File: src/rtl/cpu_debug_ctrl.sv
// cpu_debug_ctrl
// Execution and debug controller for the processor top level. Produces a
// per-cycle advance enable (cpu_en) for PC, register file and data memory,
// and supports single-step, free-run and run-to-breakpoint operation with
// NUM_BP PC breakpoints. Also keeps cycle / retired-instruction counters and
// drives a paged 16-bit debug display from one of NUM_CH channels.
//
// Ports:
//   clk, rst_n        system clock, asynchronous active-low reset
//   step_btn_n        raw active-low step button (asynchronous to clk)
//   run_sw            free-run request level
//   halt_req          synchronous halt request from the core
//   pc                current core PC
//   bp_addr, bp_en    breakpoint addresses (entry i at [i*XLEN +: XLEN]) and enables
//   cpu_en            core advance enable for the current cycle
//   state             00 HALT, 01 STEP, 10 RUN, 11 BREAK
//   bp_hit, bp_idx    in-BREAK flag and index of the breakpoint that caused it
//   cycle_cnt         cycles since reset
//   retired_cnt       cycles with cpu_en=1 since reset
//   dbg_ch, ch_sel    debug channels (channel i at [i*XLEN +: XLEN]) and select
//   page_sel          0 = low 16 bits, 1 = bits [31:16]
//   disp_word, leds   registered display window and channel bits [9:0]
module cpu_debug_ctrl #(
  parameter int XLEN            = 32,
  parameter int NUM_BP          = 4,
  parameter int NUM_CH          = 8,
  parameter int DEBOUNCE_CYCLES = 16,
  parameter int CNT_W           = 32,
  localparam int BP_W = (NUM_BP > 1) ? $clog2(NUM_BP) : 1,
  localparam int CH_W = $clog2(NUM_CH),
  localparam int DB_W = $clog2(DEBOUNCE_CYCLES + 1)
) (
  input  logic                   clk,
  input  logic                   rst_n,
  input  logic                   step_btn_n,
  input  logic                   run_sw,
  input  logic                   halt_req,
  input  logic [XLEN-1:0]        pc,
  input  logic [NUM_BP*XLEN-1:0] bp_addr,
  input  logic [NUM_BP-1:0]      bp_en,
  output logic                   cpu_en,
  output logic [1:0]             state,
  output logic                   bp_hit,
  output logic [BP_W-1:0]        bp_idx,
  output logic [CNT_W-1:0]       cycle_cnt,
  output logic [CNT_W-1:0]       retired_cnt,
  input  logic [NUM_CH*XLEN-1:0] dbg_ch,
  input  logic [CH_W-1:0]        ch_sel,
  input  logic                   page_sel,
  output logic [15:0]            disp_word,
  output logic [9:0]             leds
);

  typedef enum logic [1:0] {
    S_HALT  = 2'b00,
    S_STEP  = 2'b01,
    S_RUN   = 2'b10,
    S_BREAK = 2'b11
  } state_t;

  state_t          state_q, state_nxt;
  logic            skip_q;
  logic            sync_p0, sync_p1;
  logic            db_level;
  logic [DB_W-1:0] db_cnt;
  logic            step_pulse;
  logic            match;
  logic [BP_W-1:0] match_idx;
  logic [XLEN-1:0] sel_word;
  logic [15:0]     hi_half;

  // Stage p0/p1: two-flop synchroniser, then debounce on the synchronised level.
  // The synchroniser and accepted level idle at the released (high) value so
  // that leaving reset never looks like a press.
  always_ff @(posedge clk or negedge rst_n) begin
    if (!rst_n) begin
      sync_p0    <= 1'b1;
      sync_p1    <= 1'b1;
      db_level   <= 1'b1;
      db_cnt     <= '0;
      step_pulse <= 1'b0;
    end else begin
      sync_p0    <= step_btn_n;
      sync_p1    <= sync_p0;
      step_pulse <= 1'b0;
      if (sync_p1 == db_level) begin
        db_cnt <= '0;
      end else if (db_cnt == DB_W'(DEBOUNCE_CYCLES - 1)) begin
        db_level   <= sync_p1;
        db_cnt     <= '0;
        step_pulse <= ~sync_p1;
      end else begin
        db_cnt <= db_cnt + 1'b1;
      end
    end
  end

  // Descending scan so the lowest matching index is the one left standing.
  always_comb begin
    match     = 1'b0;
    match_idx = '0;
    for (int i = NUM_BP - 1; i >= 0; i--) begin
      if (bp_en[i] && (pc == bp_addr[i*XLEN +: XLEN])) begin
        match     = 1'b1;
        match_idx = BP_W'(i);
      end
    end
  end

  always_comb begin
    state_nxt = state_q;
    cpu_en    = 1'b0;
    case (state_q)
      S_HALT: begin
        if (run_sw)          state_nxt = S_RUN;
        else if (step_pulse) state_nxt = S_STEP;
      end
      S_STEP: begin
        cpu_en    = 1'b1;
        state_nxt = S_HALT;
      end
      S_RUN: begin
        // skip_q lets the first RUN cycle execute the breakpointed PC.
        cpu_en = !((match && !skip_q) || halt_req);
        if (halt_req || !run_sw)   state_nxt = S_HALT;
        else if (match && !skip_q) state_nxt = S_BREAK;
      end
      S_BREAK: begin
        if (!run_sw)         state_nxt = S_HALT;
        else if (step_pulse) state_nxt = S_STEP;
        else if (halt_req)   state_nxt = S_HALT;
      end
      default: state_nxt = S_HALT;
    endcase
  end

  always_ff @(posedge clk or negedge rst_n) begin
    if (!rst_n) begin
      state_q     <= S_HALT;
      skip_q      <= 1'b0;
      bp_idx      <= '0;
      cycle_cnt   <= '0;
      retired_cnt <= '0;
    end else begin
      state_q     <= state_nxt;
      skip_q      <= (state_nxt == S_RUN) && (state_q != S_RUN);
      if ((state_q == S_RUN) && (state_nxt == S_BREAK)) bp_idx <= match_idx;
      cycle_cnt   <= cycle_cnt + 1'b1;
      retired_cnt <= retired_cnt + CNT_W'(cpu_en);
    end
  end

  assign state  = state_q;
  assign bp_hit = (state_q == S_BREAK);

  // Out-of-range selects fall through to zero.
  always_comb begin
    sel_word = '0;
    for (int i = 0; i < NUM_CH; i++) begin
      if (ch_sel == CH_W'(i)) sel_word = dbg_ch[i*XLEN +: XLEN];
    end
  end

  generate
    if (XLEN == 16) begin : g_hi_none
      assign hi_half = 16'h0000;
    end else if (XLEN < 32) begin : g_hi_part
      assign hi_half = {{(32 - XLEN){1'b0}}, sel_word[XLEN-1:16]};
    end else begin : g_hi_full
      assign hi_half = sel_word[31:16];
    end
  endgenerate

  // Stage p1: registered display outputs, one cycle behind the selects.
  always_ff @(posedge clk or negedge rst_n) begin
    if (!rst_n) begin
      disp_word <= '0;
      leds      <= '0;
    end else begin
      disp_word <= page_sel ? hi_half : sel_word[15:0];
      leds      <= sel_word[9:0];
    end
  end

endmodule

File: config.mk
export PLATFORM = sky130hd
export DESIGN_NAME = cpu_debug_ctrl
export DESIGN_NICKNAME = d
export VERILOG_FILES = /design/src/rtl/cpu_debug_ctrl.sv
export SDC_FILE = /design/constraint.sdc
export NUM_CORES = 1
export LEC_CHECK = 0
export CORE_AREA = 2 2 205 207
export DETAILED_ROUTE_END_ITERATION = 12
export DIE_AREA = 0 0 207 209
export PLACE_DENSITY_LB_ADDON = 0.05
export REMOVE_ABC_BUFFERS = 1
export SLEW_MARGIN = 20
export SYNTH_ARGS = -nofsm -noshare
export SYNTH_HDL_FRONTEND = slang
export SYNTH_SLANG_ARGS = --single-unit
File: constraint.sdc
create_clock -name clk -period 4.6 [get_ports clk]
set_clock_uncertainty 0.15 [all_clocks]
set_input_delay 0.92 -clock clk [delete_from_list [all_inputs] [get_ports clk]]
set_output_delay 0.92 -clock clk [all_outputs]
set_load 0.1 [all_outputs]
==> After elaboration in Yosys (flattened, before gate mapping) <==
Index checks and enable logic that the tools add are counted.
{ "op_classes": {"n_addsub": 3, "n_reduce_logical": 15, "bitwise_logic": 2, "mux": 30, "eq_ne": 19} }
{ "op_table": {"columns": ["cell", "count"], "rows": [
  ["32-bit 2-to-1 mux", 8],
  ["32-bit == test", 4],
  ["32-bit by 1-bit adder with 32-bit output", 1],
  ["32-bit by 1-bit adder with 32-bit output, second input constant", 1],
  ["2-bit 2-to-1 mux", 11],
  ["16-bit 2-to-1 mux", 1],
  ["3-bit == test, second input constant", 4],
  ["5-bit 2-to-1 mux", 2],
  ["2-bit == test, second input constant", 4],
  ["2-bit one-hot mux with 4 select lines", 1],
  ["1-bit logical AND", 7],
  ["3-bit by 2-bit == test with 1-bit output, second input constant", 2],
  ["1-bit 2-to-1 mux", 6],
  ["5-bit by 1-bit adder with 5-bit output, second input constant", 1],
  ["5-bit by 4-bit == test with 1-bit output, second input constant", 1],
  ["3-bit by 1-bit == test with 1-bit output, second input constant", 1],
  ["1-bit zero test", 3],
  ["3-bit zero test", 1],
  ["2-bit by 1-bit == test with 1-bit output, second input constant", 1],
  ["2-bit zero test", 1],
  ["1-bit logical OR", 2],
  ["2-bit inequality test, second input constant", 1],
  ["1-bit NOT", 2],
  ["1-bit one-hot mux with 2 select lines", 1],
  ["2 further kinds", 2]
]} }
{ "word_totals": {"regBits": 104, "elab_cells": 81, "in_bits": 429, "output_inout_bits": 96} }

==> Depth between registers and ports, before layout <==
Gate-level depths: netlist of run 1.
{ "logic_depth": {"ltp_word": 12, "depth_mapped": 16, "depth_no_buf": 15} }

==> Least setup slack after synthesis of run 1 <==
OpenSTA, ideal clock, no wires.
{ "synth_timing": {"kind": "input to register", "startpoint": "input port bp_addr[37]", "endpoint": "register retired_cnt[30]", "slack_ps": 101, "setup_ps": 158, "n_path_buf": 1, "t_required_ps": 4292, "t_arrival_ps": 4191, "path_stages": 16, "cell_sequence": "xor2_1 -> nor4_1 -> and3_1 -> nand3_1 -> a41oi_2 -> nor2b_1 -> o21a_1 -> ha_1 -> ha_1 -> nand2_1 -> or2_1 -> clkbuf_1 -> nor4_1 -> nor2b_1 -> nand4_1 -> xnor2_1"} }
{ "synth_between": {"elab_chain_cells": 9} }
{ "synth_rtl": {"columns": ["item", "line", "text"], "rows": [
  ["start, declared", "39", "input logic [NUM_BP*XLEN-1:0] bp_addr,"],
  ["32-bit == test", "103", "if (bp_en[i] && (pc == bp_addr[i*XLEN +: XLEN])) begin"],
  ["1-bit logical AND", "103", null],
  ["1-bit 2-to-1 mux (2 in series)", "103", null],
  ["1-bit logical AND", "124", "cpu_en = !((match && !skip_q) || halt_req);"],
  ["1-bit logical OR", "124", null],
  ["1-bit zero test", "124", null],
  ["1-bit one-hot mux with 2 select lines", "113", "case (state_q)"],
  ["named net cpu_en", "41", "output logic cpu_en,"],
  ["32-bit by 1-bit adder with 32-bit output", "149", "retired_cnt <= retired_cnt + CNT_W'(cpu_en);"],
  ["end signal, assigned", "149", null],
  ["end, declared", "46", "output logic [CNT_W-1:0] retired_cnt,"]
]} }
The timed path passes the listed nets, and every way through them passes these cells.
A chain may end at the register's enable or synchronous reset.

==> Worst setup path in the final report of run 1 <==
{ "layout_timing": {"startpoint": "input port bp_addr[125]", "endpoint": "output port cpu_en"} }
{ "layout_between": {"elab_chain_cells": 10} }
{ "layout_rtl": {"columns": ["item", "line"], "rows": [
  ["32-bit == test", "103"],
  ["1-bit logical AND", "103"],
  ["1-bit 2-to-1 mux (4 in series)", "103"],
  ["1-bit logical AND", "124"],
  ["1-bit logical OR", "124"],
  ["1-bit zero test", "124"],
  ["1-bit one-hot mux with 2 select lines", "113"],
  ["end, declared", "41"]
]} }
No other way between the ends.

==> results.sh, run 1 <==
export IMPL_drv_slew=0
export IMPL_status="completed"
export IMPL_synth_edf_count=0
export IMPL_place_inst=1870
export IMPL_fmax_mhz=221
export IMPL_syn_area_per_cell_sq_um=9.68
export IMPL_gp_congestion=0.837
export IMPL_fill_cells=4325
export IMPL_clk_pin_slew_ps=70
export IMPL_start_util_pct=18.3
export IMPL_grt_max_degree=81
export IMPL_grt_ovfl_total=0
export IMPL_worstSkewPairLatency_ps=350
export IMPL_multiInputGateArea_sq_um=4840
export IMPL_syn_inst=782
export IMPL_grt_antenna_before_repair=22
export IMPL_syn2layout_area_growth_pct=87.7
export IMPL_rsz0062_at_grt="yes"
export IMPL_synth_seq_cells=104
export IMPL_h_tree_depth=3
export IMPL_routed_wl_um=42200
export IMPL_placed_area_sq_um=13800
export IMPL_synthArstFlopShare_pct=100
export IMPL_stdcell_count=1902
export IMPL_clk_path_buf_depth=2
export IMPL_ff_latch_area_sq_um=2610
export IMPL_synth_seq_area_share_pct=34.4
export IMPL_setup_viol=0
export IMPL_die_area_sq_um=43300
export IMPL_dpl_worst_slack_ps=-286
export IMPL_grt_usage_pct=19.2
export IMPL_drt_iter0_markers=355
export IMPL_leakagePower_nw=5.54
export IMPL_cts_hold_buffers=0
export IMPL_cts_sinks=104
export IMPL_drcViolationCount=0
export IMPL_netlist_area_sq_um=7570
export IMPL_crit_type="primary input to output port"
export IMPL_final_common_cell="clkdlybuf4s50_1"
export IMPL_p_total_mw=3.26
export IMPL_nNetsFinal=1781
export IMPL_ant_nets=0
export IMPL_min_path_type="register to register"
export IMPL_synth_cell_types=51
export IMPL_rows=75
export IMPL_ys_warn_count=0
export IMPL_powerDensity_nw_per_um2=230
export IMPL_crit_path_start_kind="primary input"
export IMPL_required_ps=3530
export IMPL_synth_xor_xnor_area_share_pct=21.8
export IMPL_viasPerCell=4.36
export IMPL_maxCapViolCount=0
export IMPL_finalCriticalPeriod_ps=4520
export IMPL_core_sq_um=41300
export IMPL_chipHeight_um=209
export IMPL_dr_pass1_iters=4
export IMPL_crit_fanout=3
export IMPL_crit_path_end_kind="output port"
export IMPL_die_x_um=207
export IMPL_wl_per_cell_um=22.2
export IMPL_synth_main_ff_cell="dfrtp_1"
export IMPL_drive_gt1_share_pct=10.1
export IMPL_synth_simple_gate_area_share_pct=16.9
export IMPL_worst_slack_ps=83.3
export IMPL_grt_pass1_vias=9060
export IMPL_synth_compound_area_share_pct=10.8
export IMPL_slew_headroom_pct=22.9
export IMPL_cts_root_buffer="clkbuf_16"
export IMPL_cp_arrival_ps=3450
export IMPL_synthMuxAreaShare_pct=12.3
export IMPL_cts_buffers=9
export IMPL_design_area_sq_um=14200
export IMPL_period_share_pct=98.2
export IMPL_vias=8296
export IMPL_grt_first_pass_wirelength_um=61300
export IMPL_irDropWorstVdd_uv=208
export IMPL_mostFrequentLayoutCells="clkdlybuf4s50_1, xnor2_1, dfrtp_1, xor2_1, nand2_1"
export IMPL_pin_count=525
export IMPL_cts_tree="yes"
export IMPL_hold_viol_final=0
export IMPL_synth_top_family_by_area="XOR/XNOR gates"
export IMPL_synthAdderAreaFrac_pct=1.49
export IMPL_port_buffers=524
export IMPL_dp_hpwl_um=35700
export IMPL_worstMarginPinSlew_ps=1150
[worst max-delay path, cell delays in order]
cell	delay, ps
clkdlybuf4s50_1	410
xor2_1	190
buf_4	150
nor4_1	240
nand3_1	170
or4_4	600
a41oi_4	260
nor2b_1	80
o21a_2	240
buf_12	170
[layout make-up]
class | instances | area share, %
diodes | 15 | 0.264
clock buffers | 10 | 1.68
clock inverters | 6 | 0.432
inverters | 11 | 0.291
multi-input cells | 633 | 34.1
flip-flops and latches | 104 | 18.3
well taps | 539 | 4.75
repair buffers | 584 | 40.2
[registers in the layout, indices dropped and copies added, names as in the netlist, 2 cells and up]
| name | cells |
|---|---|
| cycle_cnt | 32 |
| retired_cnt | 32 |
| disp_word | 16 |
| leds | 10 |
| db_cnt | 5 |
| bp_idx | 2 |
| state | 2 |
[final timing paths]
check,from,endpoint,slack [ps],depth (start not counted)
setup / recovery,bp_addr[125],cpu_en,80,10
hold / removal,sync_p0,sync_p1,210,0
setup reg to reg,state[0],retired_cnt[25],1430,13
hold reg to reg,sync_p0,sync_p1,210,0
max in group asynchronous,rst_n,bp_idx[1],3070,2
min in group asynchronous,rst_n,retired_cnt[16],430,1
[cell families (layout without fill, tap and decap cells)]
logic type / after synthesis / after routing
simple gates: 258 / 258
xor+xnor: 188 / 188
compound gates: 124 / 124
flops: 104 / 104
mux: 54 / 54
buf+inv: 45 / 611
fa+ha+maj: 9 / 9
other cells: 0 / 15
[cells in the mapped netlist (all sizes together), types with 11 or more instances]
library cell	n	area, sq um
mux4	31	698
nand4	29	181
nand2	64	240
clkbuf	23	86.3
nand3	39	195
a31oi	14	87.6
xnor2	111	972
o21ai	22	110
mux2i	18	180
inv	11	41.3
a21oi	35	175
buf	11	47.5
nor3	11	55.1
nor2	60	225
a22oi	13	97.6
xor2	77	674
nor4	17	119
and3	13	81.3
dfrtp	101	2530
[metrics by stage]
step	setup TNS [ps]	util (%)	hold slack, ps
after global placement	-2420	33.4	198
final	0	34.4	208
after floorplan	0	-	195
after global routing	-23.1	34.4	214
after detailed placement	-3230	33.4	199
after CTS	0	34.2	211
[routing by layer]
layer / wire length (um) / GRT usage, %
met5: 115 / 0
met4: 530 / 5.05
met3: 3110 / 6.12
met2: 22600 / 35.9
met1: 15800 / 20.7
[power breakdown]
| part | switching, mW | internal (mW) | leakage (nW) |
|---|---|---|---|
| Sequential | 0.0439 | 0.974 | 1.35 |
| Combinational | 0.802 | 0.643 | 4.05 |
| Clock | 0.404 | 0.397 | 0.144 |
| Total | 1.25 | 2.01 | 5.54 |
[repair_timing]
item                                   CTS  global route
setup buffers                            0             1
gates cloned                             0             0
pin swaps                                4             8
setup endpoints to repair                1             1
gates resized for setup                  8             9
endpoints found under the hold margin    0             0
No activity file was read; power rests on OpenSTA's default activity.
==> run 2, diff against run 1 <==
--- a/config.mk
+++ b/config.mk
@@ -10,7 +10,6 @@
 export DIE_AREA = 0 0 207 209
 export PLACE_DENSITY_LB_ADDON = 0.05
 export REMOVE_ABC_BUFFERS = 1
-export SLEW_MARGIN = 20
 export SYNTH_ARGS = -nofsm -noshare
 export SYNTH_HDL_FRONTEND = slang
 export SYNTH_SLANG_ARGS = --single-unit
==> results.sh, run 2 (same netlist as run 1, synthesis figures left out) <==
export IMPL_status="completed"
export IMPL_drt_iter0_markers=320
export IMPL_period_share_pct=97.4
export IMPL_p_seq_share_pct=31.2
export IMPL_setup_viol=0
export IMPL_maxCapViolCount=0
export IMPL_netSwitchingFraction_pct=38.3
export IMPL_min_delay_start="sync_p0"
export IMPL_reg2reg_depth=14
export IMPL_vias=8243
export IMPL_crit_type="primary input to output port"
export IMPL_final_common_cell="clkdlybuf4s50_1"
export IMPL_powerDensity_nw_per_um2=230
export IMPL_r2r_slack_ps=1320
export IMPL_hold_depth=0
export IMPL_cp_slowest_stage_delay_ps=520
export IMPL_cts_hold_buffers=0
export IMPL_worst_slack_ps=119
export IMPL_power_switching_mw=1.25
export IMPL_drive_gt1_share_pct=10.2
export IMPL_multiInputGateArea_sq_um=4850
export IMPL_worstMarginPinSlew_ps=1160
export IMPL_core_sq_um=41300
export IMPL_chipHeight_um=209
export IMPL_crit_path_end_kind="output port"
export IMPL_required_ps=3530
export IMPL_grt_antenna_before_repair=20
export IMPL_leakagePower_nw=5.54
export IMPL_ff_latch_area_sq_um=2610
export IMPL_gp_congestion=0.837
export IMPL_finalCriticalPeriod_ps=4480
export IMPL_port_buffers=524
export IMPL_grt_first_pass_wirelength_um=61300
export IMPL_cts_root_buffer="clkbuf_16"
export IMPL_crit_path_start_kind="primary input"
export IMPL_syn2layout_area_growth_pct=87.7
export IMPL_viasPerCell=4.33
export IMPL_rr_startpoint="state[0]"
export IMPL_cts_tree="yes"
export IMPL_cts_buffers=9
export IMPL_cellInternalPower_mw=2.01
export IMPL_mostFrequentLayoutCells="clkdlybuf4s50_1, xnor2_1, dfrtp_1, xor2_1, nand2_1"
export IMPL_rsz0062_at_grt="no"
export IMPL_ant_nets=0
export IMPL_cts_sinks=104
export IMPL_hold_worst_slack_ps=210
export IMPL_start_util_pct=18.3
export IMPL_crit_fanout=3
export IMPL_slew_headroom_pct=22.6
export IMPL_irDropWorstVdd_uv=186
export IMPL_pwr_share_comb_pct=44.4
export IMPL_clk_pin_slew_ps=70
export IMPL_drv_slew=0
export IMPL_nNetsFinal=1781
export IMPL_slowest_stage="or4_4"
export IMPL_routed_wl_um=42200
export IMPL_top_regs="cycle_cnt (32), retired_cnt (32), disp_word (16)"
export IMPL_cp_arrival_ps=3410
export IMPL_hold_viol_final=0
export IMPL_hold_path_endpoint="sync_p1"
export IMPL_die_x_um=207
export IMPL_dr_pass1_iters=4
export IMPL_dpl_worst_slack_ps=-249
export IMPL_wl_per_cell_um=22.2
export IMPL_path_cells="clkdlybuf4s50_1 > buf_4 > xor2_1 > nor4_2 > nand3_1 > or4_4 > a41oi_4 > nor2b_1 > o21a_2 > buf_12"
export IMPL_clk_path_buf_depth=2
export IMPL_min_path_type="register to register"
export IMPL_grt_ovfl_total=0
export IMPL_worstSkewPairLatency_ps=350
export IMPL_grt_max_degree=81
export IMPL_drcViolationCount=0
export IMPL_clkPwrFrac_pct=24.3
export IMPL_die_area_sq_um=43300
export IMPL_fmax_mhz=223
export IMPL_h_tree_depth=3
export IMPL_fill_cells=4345
export IMPL_grt_usage_pct=19.2
export IMPL_r2r_end="retired_cnt[30]"
export IMPL_p_total_mw=3.26
export IMPL_rows=75
export IMPL_grt_pass1_vias=9137
export IMPL_pin_count=525
export IMPL_dp_hpwl_um=35500
run 2: power by group through the flow:
stage / Clock (mW) / Sequential (mW) / Combinational [mW]
floorplan: 0 / 1.42 / 0.324
global placement: 0 / 1.03 / 1.45
detailed placement: 0 / 1.04 / 1.45
CTS: 0.845 / 1.02 / 1.46
global route: 0.868 / 1.03 / 1.53
finish: 0.794 / 1.02 / 1.45
run 2: worst max-delay path by stage:
stage,to,startpoint
6_report,cpu_en,pc[0]
5_1_grt,cpu_en,bp_addr[101]
4_1_cts,cpu_en,pc[7]
3_5_place_dp,retired_cnt[30],pc[28]
3_3_place_gp,retired_cnt[30],pc[7]
2_1_floorplan,retired_cnt[30],bp_addr[37]
run 2: what timing repair did:
| item | CTS | global route |
|---|---|---|
| hold endpoints to repair | 0 | 0 |
| buffers inserted | 0 | 1 |
| setup endpoints to repair | 1 | 1 |
| gates resized for setup | 7 | 11 |
| pin swaps | 4 | 7 |
run 2: routing by layer:
layer,wire (um),up-vias,GRT usage [%]
met5,91,-,0
met1,16000,3910,20.8
met3,2890,39,5.65
li1,-,3966,-
met2,22600,314,35.7
met4,642,14,6.01
run 2: area by class of cell:
cell class / instances / area share [%]
well taps: 539 / 4.75
diodes: 15 / 0.264
clock inverters: 6 / 0.379
inverters: 11 / 0.291
flip-flops and latches: 104 / 18.3
clock buffers: 10 / 1.68
multi-input cells: 633 / 34.2
repair buffers: 584 / 40.1
run 2: critical path, delay by kind of cell:
family | cells | cell delay (ps)
AND/OR/NAND/NOR | 4 | 1030
XOR/XNOR | 1 | 170
AO/OA/AOI/OAI | 2 | 500
buffers and inverters | 3 | 790
run 2: through the flow:
step	std cells	util (%)	setup TNS [ps]	cell area, sq um
after floorplan	748	-	0	7440
after CTS	1886	34.2	0	14100
final	1902	34.4	0	14200
after global routing	1898	34.4	0	14200
after global placement	1870	33.4	-2420	13800
after detailed placement	1870	33.4	-2630	13800
